==> config.mk <==
export PLATFORM = sky130hd
export DESIGN_NAME = mips_multicycle_main_ctrl
export DESIGN_NICKNAME = d
export VERILOG_FILES = /design/src/rtl/mips_ctrl_pkg.sv /design/src/rtl/mips_mem_wait_timer.sv /design/src/rtl/mips_multicycle_main_ctrl.sv
export SDC_FILE = /design/constraint.sdc
export NUM_CORES = 1
export LEC_CHECK = 0
export CORE_MARGIN = 3
export CORE_UTILIZATION = 45
export CTS_CLUSTER_DIAMETER = 150
export CTS_CLUSTER_SIZE = 8
export DETAILED_ROUTE_END_ITERATION = 7
export PLACE_DENSITY_LB_ADDON = 0.3
export SYNTH_ARGS = -nofsm -noshare
export SYNTH_HDL_FRONTEND = slang
export SYNTH_SLANG_ARGS = --single-unit
==> constraint.sdc <==
create_clock -name clk -period 2.12 [get_ports clk]
set_clock_uncertainty 0.1 [all_clocks]
set_input_delay 0.318 -clock clk [delete_from_list [all_inputs] [get_ports clk]]
set_output_delay 0.318 -clock clk [all_outputs]
set_load 0.01 [all_outputs]
==> src/rtl/mips_ctrl_pkg.sv <==
// Shared encodings for the multi-cycle MIPS main controller: opcodes, ALU/mux selects, FSM states.
// MAIN_CTRL_ILLEGAL_TRAP_EN adds the TRAP state for unknown opcodes.
package mips_ctrl_pkg;

  localparam logic [5:0] OP_RTYPE = 6'b000000;
  localparam logic [5:0] OP_LW    = 6'b100011;
  localparam logic [5:0] OP_SW    = 6'b101011;
  localparam logic [5:0] OP_BNE   = 6'b000101;
  localparam logic [5:0] OP_ADDI  = 6'b001000;
  localparam logic [5:0] OP_J     = 6'b000010;

  localparam logic [1:0] ALUOP_ADD   = 2'b00;
  localparam logic [1:0] ALUOP_SUB   = 2'b01;
  localparam logic [1:0] ALUOP_FUNCT = 2'b10;

  localparam logic [1:0] SRCB_REGB    = 2'b00;
  localparam logic [1:0] SRCB_FOUR    = 2'b01;
  localparam logic [1:0] SRCB_IMM     = 2'b10;
  localparam logic [1:0] SRCB_IMM_SH2 = 2'b11;

  localparam logic [1:0] PCSRC_ALU    = 2'b00;
  localparam logic [1:0] PCSRC_ALUOUT = 2'b01;
  localparam logic [1:0] PCSRC_JUMP   = 2'b10;

  typedef enum logic [3:0] {
    S_FETCH  = 4'd0,
    S_DECODE = 4'd1,
    S_MEMADR = 4'd2,
    S_MEMRD  = 4'd3,
    S_MEMWB  = 4'd4,
    S_MEMWR  = 4'd5,
    S_EXEC   = 4'd6,
    S_ALUWB  = 4'd7,
    S_BRANCH = 4'd8,
    S_ADDIEX = 4'd9,
    S_ADDIWB = 4'd10,
    S_JUMP   = 4'd11
`ifdef MAIN_CTRL_ILLEGAL_TRAP_EN
    , S_TRAP = 4'd12
`endif
  } state_e;

  // States that stall on the memory handshake and run the wait timer.
  function automatic logic is_wait_state(input state_e s);
    return (s == S_FETCH) || (s == S_MEMRD) || (s == S_MEMWR);
  endfunction

endpackage

==> src/rtl/mips_mem_wait_timer.sv <==
// Saturating wait counter with timeout compare; TIMEOUT_CYCLES = 0 disables the timeout.
module mips_mem_wait_timer #(
  parameter int TIMEOUT_CYCLES = 255,
  parameter int CNT_W          = 8
) (
  input  logic clk,
  input  logic rst_n,
  input  logic clear,
  input  logic inc,
  output logic timeout
);

  localparam logic [CNT_W-1:0] LIMIT   = CNT_W'(TIMEOUT_CYCLES);
  localparam logic [CNT_W-1:0] CNT_MAX = {CNT_W{1'b1}};
  localparam logic [CNT_W-1:0] CNT_ONE = CNT_W'(1);
  localparam logic             TMO_EN  = (TIMEOUT_CYCLES > 0);

  logic [CNT_W-1:0] cnt_r;

  // Wait counter: clear has priority over the saturating increment.
  always_ff @(posedge clk or negedge rst_n) begin
    if (!rst_n) begin
      cnt_r <= '0;
    end else if (clear) begin
      cnt_r <= '0;
    end else if (inc && (cnt_r != CNT_MAX)) begin
      cnt_r <= cnt_r + CNT_ONE;
    end else begin
      cnt_r <= cnt_r;
    end
  end

  assign timeout = TMO_EN && inc && (cnt_r == LIMIT);

endmodule

==> src/rtl/mips_multicycle_main_ctrl.sv <==
// Main control FSM of the multi-cycle MIPS core with memory-wait timeout.
// Optional MAIN_CTRL_ILLEGAL_TRAP_EN: unknown opcodes lock in TRAP and raise illegal_op.
module mips_multicycle_main_ctrl
  import mips_ctrl_pkg::*;
#(
  parameter int TIMEOUT_CYCLES = 255,
  parameter int CNT_W          = 8
) (
  input  logic       clk,
  input  logic       rst_n,
  input  logic [5:0] opcode,
  input  logic       zero,
  input  logic       mem_ready,
  output logic [1:0] ALU_Op,
  output logic       ALUSrcA,
  output logic [1:0] ALUSrcB,
  output logic [1:0] PCSrc,
  output logic       pc_en,
  output logic       IorD,
  output logic       MemRead,
  output logic       MemWrite,
  output logic       IRWrite,
  output logic       RegDst,
  output logic       MemtoReg,
  output logic       RegWrite,
  output logic       instr_done,
  output logic       mem_timeout
`ifdef MAIN_CTRL_ILLEGAL_TRAP_EN
  , output logic     illegal_op
`endif
);

  state_e state_r;
  state_e next_state_s;
  logic   wait_active_s;
  logic   cnt_clear_s;
  logic   timeout_s;

  assign wait_active_s = is_wait_state(state_r) & ~mem_ready;
  // Any state change counts as entry, so the counter starts fresh in every wait state.
  assign cnt_clear_s   = mem_ready | timeout_s | (next_state_s != state_r);

  mips_mem_wait_timer #(
    .TIMEOUT_CYCLES (TIMEOUT_CYCLES),
    .CNT_W          (CNT_W)
  ) u_wait_timer (
    .clk     (clk),
    .rst_n   (rst_n),
    .clear   (cnt_clear_s),
    .inc     (wait_active_s),
    .timeout (timeout_s)
  );

  // State register.
  always_ff @(posedge clk or negedge rst_n) begin
    if (!rst_n) begin
      state_r <= S_FETCH;
    end else begin
      state_r <= next_state_s;
    end
  end

  // Next-state and output decode.
  always_comb begin
    next_state_s = state_r;
    ALU_Op       = ALUOP_ADD;
    ALUSrcA      = 1'b0;
    ALUSrcB      = SRCB_REGB;
    PCSrc        = PCSRC_ALU;
    pc_en        = 1'b0;
    IorD         = 1'b0;
    MemRead      = 1'b0;
    MemWrite     = 1'b0;
    IRWrite      = 1'b0;
    RegDst       = 1'b0;
    MemtoReg     = 1'b0;
    RegWrite     = 1'b0;
    instr_done   = 1'b0;
    mem_timeout  = 1'b0;
`ifdef MAIN_CTRL_ILLEGAL_TRAP_EN
    illegal_op   = 1'b0;
`endif
    case (state_r)
      S_FETCH: begin
        MemRead = 1'b1;
        ALUSrcB = SRCB_FOUR;
        IRWrite = mem_ready;
        pc_en   = mem_ready;
        if (mem_ready) next_state_s = S_DECODE;
        else           next_state_s = S_FETCH;
      end
      S_DECODE: begin
        ALUSrcB = SRCB_IMM_SH2;
        case (opcode)
          OP_LW, OP_SW: next_state_s = S_MEMADR;
          OP_RTYPE:     next_state_s = S_EXEC;
          OP_BNE:       next_state_s = S_BRANCH;
          OP_ADDI:      next_state_s = S_ADDIEX;
          OP_J:         next_state_s = S_JUMP;
          default: begin
`ifdef MAIN_CTRL_ILLEGAL_TRAP_EN
            next_state_s = S_TRAP;
`else
            next_state_s = S_FETCH;
            instr_done   = 1'b1;
`endif
          end
        endcase
      end
      S_MEMADR: begin
        ALUSrcA = 1'b1;
        ALUSrcB = SRCB_IMM;
        if (opcode == OP_SW) next_state_s = S_MEMWR;
        else                 next_state_s = S_MEMRD;
      end
      S_MEMRD: begin
        IorD    = 1'b1;
        MemRead = 1'b1;
        if (mem_ready) next_state_s = S_MEMWB;
        else           next_state_s = S_MEMRD;
      end
      S_MEMWB: begin
        MemtoReg     = 1'b1;
        RegWrite     = 1'b1;
        instr_done   = 1'b1;
        next_state_s = S_FETCH;
      end
      S_MEMWR: begin
        IorD     = 1'b1;
        MemWrite = 1'b1;
        if (mem_ready) begin
          next_state_s = S_FETCH;
          instr_done   = 1'b1;
        end else begin
          next_state_s = S_MEMWR;
        end
      end
      S_EXEC: begin
        ALUSrcA      = 1'b1;
        ALU_Op       = ALUOP_FUNCT;
        next_state_s = S_ALUWB;
      end
      S_ALUWB: begin
        RegDst       = 1'b1;
        RegWrite     = 1'b1;
        instr_done   = 1'b1;
        next_state_s = S_FETCH;
      end
      S_BRANCH: begin
        ALUSrcA      = 1'b1;
        ALU_Op       = ALUOP_SUB;
        PCSrc        = PCSRC_ALUOUT;
        pc_en        = ~zero;
        instr_done   = 1'b1;
        next_state_s = S_FETCH;
      end
      S_ADDIEX: begin
        ALUSrcA      = 1'b1;
        ALUSrcB      = SRCB_IMM;
        next_state_s = S_ADDIWB;
      end
      S_ADDIWB: begin
        RegWrite     = 1'b1;
        instr_done   = 1'b1;
        next_state_s = S_FETCH;
      end
      S_JUMP: begin
        PCSrc        = PCSRC_JUMP;
        pc_en        = 1'b1;
        instr_done   = 1'b1;
        next_state_s = S_FETCH;
      end
`ifdef MAIN_CTRL_ILLEGAL_TRAP_EN
      S_TRAP: begin
        illegal_op   = 1'b1;
        next_state_s = S_TRAP;
      end
`endif
      default: next_state_s = S_FETCH;
    endcase

    // An aborted access retires nothing and commits no PC, IR or memory write.
    if (timeout_s) begin
      next_state_s = S_FETCH;
      pc_en        = 1'b0;
      IRWrite      = 1'b0;
      MemWrite     = 1'b0;
      instr_done   = 1'b0;
      mem_timeout  = 1'b1;
    end else begin
      mem_timeout  = 1'b0;
    end

    if (!rst_n) begin
      pc_en       = 1'b0;
      IRWrite     = 1'b0;
      RegWrite    = 1'b0;
      MemWrite    = 1'b0;
      instr_done  = 1'b0;
      mem_timeout = 1'b0;
    end else begin
      RegDst      = RegDst;
    end
  end

endmodule

==> impl_metrics.toml <==
[timing]
worst_pin_slew_ns = 0.573
finalCritPeriodShare_pct = 110
hold_viol = 0
fin_crit_ns = 2.33
setup_tns_ns = -1.83
slew_violations = 0
setup_viol = 15
rsz0062_at_grt = "true"
setup_slack_ns = -0.213
max_freq_ghz = 0.429
relSlewSlack_pct = 61.7

[placement]
dpl_worst_slack_ns = -0.546
place_congestion = 0.830
dpl.cell_count = 235
hpwl_um = 2790
io_buffers = 26

[cts]
clk_pin_slew_ns = 0.08
holdBufCountCts = 0
h-tree-depth = 1
clk_latency_ns = 0.28
clk_path_buf_depth = 2
cts_tree = "built"
numCtsBuffers = 3
clock-sinks = 12
cts_root_buf = "clkbuf_4"

[hold_path]
hp-class = "input port to asynchronous set/reset pin"

[layout]
drive_gt1_share_pct = 54.1
nets = 242
final_core_util_pct = 95.8
syn2layout_area_growth_pct = 91.7
fin_cells = 258

[floorplanning]
initial_core_util_pct = 50.0
die_y_um = 57.0
rows = 17
die-area_um2 = 3250
die_w_um = 57.0
core-area_um2 = 2340
ios = 27

[pwr]
ir_drop_mv = 1.26
powerDensity_nw_per_um2 = 931
p_leak_nw = 1.00
finalPower_mw = 2.09

[synth]
avgSynthCellArea_um2 = 7.85
synth.top_cells.by_area = "dfrtp_1, nor3_1, or4_1"
synth.distinct_cells = 51
yosysWarnings = 0
syn-num-nets = 160
synth.ff_latch_count = 12
synthesis.instances = 149
synthesis.area_um2 = 1170
yosysTopAreaCellShare_pct = 25.7
synth-edff-count = 0
ys.flop_type = "dfrtp_1"
ys_seq_area_share_pct = 25.7
synth_async_sr_flop_share_pct = 100
synth_top_area_cell = "dfrtp_1"

[drt]
dr.pass1.iters = 5
drtIter0Drc = 232
vias = 1844
drc_errors = 0
wire_per_inst_um = 26.1
vias_per_cell = 7.15
drtAntennaViolNets = 0
wirelength_um = 6740

[setup_path]
cp-end-kind = "output port"
cp_num_buf_inv = 2
critPathTopFamily = "flip-flops"
crit_type = "flop to output port"
crit_required_ns = 1.70
crit_chain = "inv_1, nand2_1, mux2i_1, a21oi_1, nor2b_1, dlygate4sd2_1"
slowest_delay_ns = 0.50
crit_path_max_fanout = 8
crit_arrival_ns = 1.91
slowest_stage = "dfrtp_2"
startpoint_type = "flop"

[grt]
antenna_found_initial = 0
grt_max_degree = 11
grt_pass1_wl_um = 7810
grt_overflow = 0
grtUsageTotal_pct = 30.6
grt_pass1_vias = 1586

[run]
drv_cap = 0

[status]
violations = "setup timing"
status = "complete, but fails checks"
[flip-flops by register name, summed over array words and instances, names as in the netlist]
name / flops
state_r: 4
u_wait_timer.cnt_r: 8
[cells by family (layout without fill, tap and decap cells)]
logic type | after synthesis | after routing | share of synthesized area (%)
simple gates | 83 | 83 | 41.4
compound gates | 28 | 28 | 17.1
buf+inv | 15 | 95 | 6.52
flops | 12 | 12 | 25.7
xor+xnor | 9 | 9 | 7.38
fa+ha+maj | 1 | 1 | 1.07
mux | 1 | 1 | 0.856
other cells | 0 | 1 | 0
[where the power goes]
group	internal, mW	total (mW)	switching (mW)	leakage, nW
Sequential	0.263	0.313	0.0496	0.159
Clock	0.0661	0.151	0.0846	0.0138
Combinational	0.773	1.62	0.850	0.830
[path summary, 6_finish.rpt]
check	from	end	slack, ns	cells past startpoint
min in group clk	u_wait_timer.cnt_r[6]	u_wait_timer.cnt_r[6]	0.61	3
max in group asynchronous	rst_n	state_r[3]	1.36	3
worst max register to register	state_r[2]	u_wait_timer.cnt_r[7]	-0.17	9
worst min register to register	u_wait_timer.cnt_r[6]	u_wait_timer.cnt_r[6]	0.61	3
worst min-delay path	rst_n	u_wait_timer.cnt_r[6]	0.38	2
worst max-delay path	state_r[3]	RegWrite	-0.21	6
[placed cells by master (no fill, tap or decap), types with 4 or more instances in the layout]
| master | instances |
|---|---|
| xor2_1 | 4 |
| a21oi_1 | 4 |
| dfrtp_2 | 4 |
| dlygate4sd2_1 | 15 |
| nand2_1 | 4 |
| nor2_1 | 11 |
| or4_1 | 8 |
| buf_6 | 11 |
| buf_4 | 48 |
| dfrtp_1 | 8 |
| xnor2_1 | 4 |
| nor3_1 | 5 |
| nand3_1 | 5 |
| and3_1 | 4 |
| nor3_2 | 12 |
[final cells by class]
type                    instances  area [µm²]
inverters                       4        15.0
clock buffers                   3        22.5
diodes                          1        2.50
repair buffers                 88         769
fillers                        56        97.6
flip-flops and latches         12         305
well taps                      28        35.0
multi-input cells             122        1090
[synthesized netlist by cell type, drive strengths merged, types with 2 or more instances]
cell type	number
a31oi	3
clkbuf	2
nand2	4
or3b	2
a21oi	6
xor2	5
nand3	7
inv	4
buf	9
nor2	17
and3	6
dfrtp	12
nor2b	5
nand2b	2
or4	8
nor3	20
xnor2	4
o21ai	6
nor3b	4
[layer usage]
metal	up-vias	part of all wire, %	GRT usage [%]
met1	859	34	35.6
met4	0	9.9	10.9
li1	715	-	-
met3	75	10	7.47
met5	-	0	0
met2	195	45	54.3
[worst register-to-register path, cell delays in order (launching register included)]
cell and delay [ns]:
dfrtp_2 0.45, buf_8 0.15, buf_6 0.13, nor4bb_4 0.16
o31ai_2 0.33, o311a_4 0.27, a211o_1 0.17, a31oi_4 0.10
buf_12 0.16, nor3_2 0.18
[through the flow]
stage,cell area [µm²],hold slack [ns]
CTS,2010,0.337
floorplan,1170,-0.0776
global placement,1730,0.505
detailed placement,1730,0.534
global route,2240,0.376
finish,2240,0.376
[repair_timing]
item / CTS / global route
setup buffers: 13 / 8
gates resized for setup: 76 / 39
setup endpoints to repair: 25 / 17
pin swaps: 10 / 9
Note: power is estimated with default switching activity, not from simulation.
==> variant 1, RTL diff (same flow settings) <==
`CNT_W` is set to 8 in 2 places; all go to 12.
--- a/src/rtl/mips_mem_wait_timer.sv
+++ b/src/rtl/mips_mem_wait_timer.sv
@@ -2,5 +2,5 @@
 module mips_mem_wait_timer #(
   parameter int TIMEOUT_CYCLES = 255,
-  parameter int CNT_W          = 8
+  parameter int CNT_W          = 12
 ) (
   input  logic clk,
--- a/src/rtl/mips_multicycle_main_ctrl.sv
+++ b/src/rtl/mips_multicycle_main_ctrl.sv
@@ -5,5 +5,5 @@
 #(
   parameter int TIMEOUT_CYCLES = 255,
-  parameter int CNT_W          = 8
+  parameter int CNT_W          = 12
 ) (
   input  logic       clk,
Formal check against the unedited RTL: no difference found for any inputs over 10 cycles, from zero or initial values and one cycle with rst_n low; that may be too few to reach the edited logic, so the function may still have changed.
==> variant 1 against the original RTL <==
- the flow still finishes with violations (negative setup slack)
- wire length down 10%
- synthesized area up 29%
- sequential cell count up 4
- synthesized cell count up 29%
- worst setup slack worse by 0.17 ns
- final area up 12%
- sequential power up 19%
- power up 3.5%
==> variant 1: results (changes against the original RTL) <==
metric,value,unit,change
status,"finished, violations left",,
violations,negative setup slack,,
num-nonclk-inverters,4,,unchanged
multi_input_cells,156,,+28%
hpwl,3560,um,+28%
setup_viol,18,,+3
slew_violations,0,,unchanged
synthMuxAreaShare,2.81,%,+2.0 points
cp_top_family,simple AND/OR/NAND/NOR gates,,
timing.final.ws_setup,-0.379,ns,-0.166 ns
crit_start,state_r[1],,
clockRootBuffer,clkbuf_4,,
dp_slack,-0.679,ns,-0.133 ns
first_pass_iters,4,,-1
reg_top3,"u_wait_timer.cnt_r: 12 flops, state_r: 4 flops",,
final-clk-cell-share,1.45,%,+0.44 points
layout-drive-gt1-share,46.6,%,-7.6 points
peakVddDrop,0.000489,V,-61%
n_fill_cell,189,,+240%
cpPeakStageDelay,0.59,ns,+0.09 ns
n_all_buffers,99,,+13%
post_cts_buffers,6,,-7
clockBufferCount,4,,+1
sh_seq_area,16.0,%,+2.4 points
synth_nets,203,,+27%
grt_max_degree,17,,+6
seq_area_frac_synth,26.5,%,+0.80 points
reg2reg_to,u_wait_timer.cnt_r[0],,
nonClkBufAreaFrac,32.9,%,-1.5 points
ys_warn_count,0,,unchanged
synth.top_cells.by_area,"dfrtp_1 26%, nor2_1 6.0%, nand2_1 5.0%",,
synth_compound_area_share,21.6,%,+4.5 points
worst_path_max_delay_cell,or4_4,,
antennaDiodeCount,0,,-1
grt_pass1_wl,8740,um,+12%
vias,2021,,+9.6%
synth_fa_ha_area_share,0.827,%,-0.24 points
drt-total-wl,6040,um,-10%
rrSetupSlack,-0.29,ns,-0.12 ns
final_nets,291,,+20%
track_usage,26.5,%,-4.1 points
portBuffers,26,,unchanged
synth_cell_types,57,,+12%
path_clk_slew,0.10,ns,+0.02 ns
htree_levels,1,,unchanged
hold_path_class,in -> reg,,
worstPathMaxFanout,4,,-4
drt_first_iter_violations,228,,-1.7%
arrival,2.08,ns,+0.17 ns
endpoint,pc_en,,
slew_headroom,69.6,%,+8.0 points
gp_congestion,0.843,,+1.5%
cts_resized,62,,-18%
yosys.area_share.xor_xnor,5.79,%,-1.6 points
multi_input_area,0.00117,mm2,+7.2%
total_leakage_power,1.15,nW,+15%
synthTopCellsByCount,"24 x nor2_1, 20 x nand2_1, 16 x dfrtp_1",,
grt_pass1_vias,1856,,+17%
flops_and_latches,16,,+4
[variant 1: cell types whose count changed after synthesis, moves of 4 or more]
cell     delta
a21oi_1     +5
nor2b_1     -5
dfrtp_1     +4
and4_1      +4
nor3_1      -5
nor2_1      +9
nand2_1    +16
or4_1       -8
[variant 1: through the flow]
| stage | area (um2) | hold WS, ns | TNS [ns] | instances |
|---|---|---|---|---|
| floorplan | 1510 | -0.0776 | -0.221 | 192 |
| detailed placement | 2180 | 0.525 | -10.89 | 303 |
| global placement | 2180 | 0.507 | -8.46 | 303 |
| finish | 2500 | 0.450 | -4.83 | 323 |
| CTS | 2340 | 0.504 | -3.14 | 313 |
| global route | 2500 | 0.496 | -5.93 | 323 |
[variant 1: worst min path at each step]
stage,slack [ns],cells after the start,end,start
global placement,0.51,3,u_wait_timer.cnt_r[11],u_wait_timer.cnt_r[11]
CTS,0.50,3,u_wait_timer.cnt_r[9],rst_n
finish,0.45,5,state_r[0],opcode[2]
floorplan,-0.08,0,state_r[0],rst_n
global route,0.50,5,state_r[0],opcode[2]
detailed placement,0.52,3,u_wait_timer.cnt_r[11],u_wait_timer.cnt_r[11]
[variant 1: power breakdown]
part           leakage [nW]  total, W  internal (W)  switching, W
logic                 0.912   0.00159      0.000783      0.000803
registers             0.220  0.000373      0.000335     0.0000380
clock network        0.0210  0.000202      0.000105     0.0000975
[variant 1: layer usage]
metal  vias up  track usage [%]  wire length, um  share of wire [%]
li1        883                -                -                  -
met4         0             5.12              328                5.4
met3        46             4.57              396                6.6
met2       122             47.4             3040                 50
met1       970             33.3             2270                 38
met5         -                0                0                  0
==> variant 2, RTL diff (config.mk and constraints unchanged) <==
Without the edit above. Register the output `mem_timeout`, with the module's reset; this adds one clock of latency there. The other outputs are not delayed to match.
--- a/src/rtl/mips_multicycle_main_ctrl.sv
+++ b/src/rtl/mips_multicycle_main_ctrl.sv
@@ -31,4 +31,6 @@
 );
 
+  logic mem_timeout_d;
+
   state_e state_r;
   state_e next_state_s;
@@ -77,5 +79,5 @@
     RegWrite     = 1'b0;
     instr_done   = 1'b0;
-    mem_timeout  = 1'b0;
+    mem_timeout_d = 1'b0;
 `ifdef MAIN_CTRL_ILLEGAL_TRAP_EN
     illegal_op   = 1'b0;
@@ -187,7 +189,7 @@
       MemWrite     = 1'b0;
       instr_done   = 1'b0;
-      mem_timeout  = 1'b1;
-    end else begin
-      mem_timeout  = 1'b0;
+      mem_timeout_d = 1'b1;
+    end else begin
+      mem_timeout_d = 1'b0;
     end
 
@@ -198,5 +200,5 @@
       MemWrite    = 1'b0;
       instr_done  = 1'b0;
-      mem_timeout = 1'b0;
+      mem_timeout_d = 1'b0;
     end else begin
       RegDst      = RegDst;
@@ -204,4 +206,12 @@
   end
 
+  always_ff @(posedge clk or negedge rst_n) begin
+    if (!rst_n) begin
+      mem_timeout <= '0;
+    end else begin
+      mem_timeout <= mem_timeout_d;
+    end
+  end
+
 endmodule
 
Formal check against the unedited RTL: no difference found for any inputs over 10 cycles, from zero or initial values and one cycle with rst_n low; that may be too few to reach the edited logic, so the function may still have changed.
==> variant 2 against the original RTL <==
- the run still ends with negative setup slack left
- power shrank 5.7%
- sequential cell count up 1
- core utilization shrank 9.5 points
- final area decreased by 11%
- synthesized area fell by 2.0%
- wire length shrank 28%
- register-to-register slack lost 0.05 ns
- combinational power decreased by 9%
- via count decreased by 15%
- worst setup slack worse by 0.0037 ns
- sequential share of layout area grew 2.7 points
- highest routed layer unchanged
==> variant 2: results (changes against the original RTL) <==
metric,value,unit,change
track_usage,26.4,%,-4.2 points
wirelength_met1,1860,um,-20%
first_pass_iters,4,,-1
status,"finished, violations left",,
hpwl,2760,um,-1.0%
setup_viol,10,,-5
syn_avg_cell_area,7.96,um2,+1.4%
cp_top_family,simple AND/OR/NAND/NOR gates,,
r2r_cells,7,,-2
synth.top_cells.by_area,"dfrtp_1 28%, nor2_1 5.9%, a211oi_1 3.9%",,
drt_first_iter_violations,108,,-53%
violations,negative setup slack,,
internal_power,0.00108,W,-2.2%
synth_nets,155,,-3.1%
post_layout_nonfiller_instances,249,,-3.5%
wl_met3,434,um,-38%
peakVddDrop,0.00112,V,-11%
grt_pass1_vias,1390,,-12%
worst_path_max_delay_cell,or4bb_4,,
seq_area_frac_synth,28.4,%,+2.7 points
grt_max_degree,16,,+5
arrival,2.41,ns,+0.50 ns
wire_per_inst,19.6,um,-25%
reg2reg_to,u_wait_timer.cnt_r[6],,
viasPerCell,6.28,,-12%
slew_headroom,69.3,%,+7.6 points
reg_top3,"u_wait_timer.cnt_r: 8 flops, state_r: 4 flops, mem_timeout: 1 flops",,
final_nets,233,,-3.7%
cpPeakStageDelay,0.64,ns,+0.14 ns
timing.final.ws_setup,-0.216,ns,-0.00368 ns
synthTopCellsByCount,"18 x nor2_1, 13 x dfrtp_1, 9 x nand2_1",,
synth_cell_types,44,,-14%
grt_pass1_wl,6730,um,-14%
[variant 2: changes by cell type after synthesis, sizes merged, moves of 3 or more]
cell	before	now
nand4b	0	3
clkbuf	2	5
nor3	20	7
nand2	4	9
or4	8	3
a211oi	1	6
and3	6	1
[variant 2: cell families (layout without fill, tap and decap cells)]
group	Yosys count	count (layout)	synth area share, %
fa+ha+maj	1	1	1.09
mux	1	1	0.873
buf+inv	15	92	5.46
simple gates	71	71	35.8
xor+xnor	9	9	6.88
flops	13	13	28.4
compound gates	34	34	21.5
[variant 2: stage by stage]
step | setup slack [ns] | cell area, um2 | setup TNS (ns) | hold slack (ns)
after floorplan | -0.00301 | 1150 | -0.0181 | -0.0776
after global placement | -0.599 | 1700 | -6.45 | 0.417
after detailed placement | -0.634 | 1700 | -7.46 | 0.437
after CTS | -0.0675 | 1910 | -0.453 | 0.318
after global routing | -0.199 | 2000 | -1.73 | 0.325
final | -0.216 | 2000 | -1.19 | 0.322
[variant 2: layer usage]
layer / global-route usage, % / up-vias
met1: 35.4 / 728
li1: - / 683
met3: 5.52 / 31
met5: 0 / -
met4: 6.44 / 0
met2: 42.9 / 121
[variant 2: how the worst max path moves through the flow]
stage                                  to  cells after the start       start
finish              u_wait_timer.cnt_r[6]                      7  state_r[2]
global route        u_wait_timer.cnt_r[6]                      6   opcode[0]
CTS                 u_wait_timer.cnt_r[5]                      6   opcode[0]
detailed placement             instr_done                      7   opcode[0]
global placement               instr_done                      7   opcode[0]
floorplan           u_wait_timer.cnt_r[0]                      5   opcode[0]
[variant 2: area by class of cell]
| type | count | area, um2 |
|---|---|---|
| clock buffers | 4 | 26.3 |
| inverters | 3 | 11.3 |
| fillers | 121 | 317 |
| well taps | 28 | 35.0 |
| multi-input cells | 116 | 920 |
| flip-flops and latches | 13 | 327 |
| repair buffers | 85 | 683 |
[variant 2: power by group through the flow]
| stage | logic [W] | registers [W] | clock network (W) |
|---|---|---|---|
| CTS | 0.00125 | 0.000329 | 0.000150 |
| floorplan | 0.000607 | 0.000310 | 0 |
| global route | 0.00156 | 0.000335 | 0.000167 |
| finish | 0.00148 | 0.000336 | 0.000150 |
| detailed placement | 0.00110 | 0.000338 | 0 |
| global placement | 0.00108 | 0.000334 | 0 |
[variant 2: what timing repair did]
item	CTS	global route
buffers inserted	11	8
resized for setup	75	28
setup endpoints to repair	25	16
pin swaps	15	15
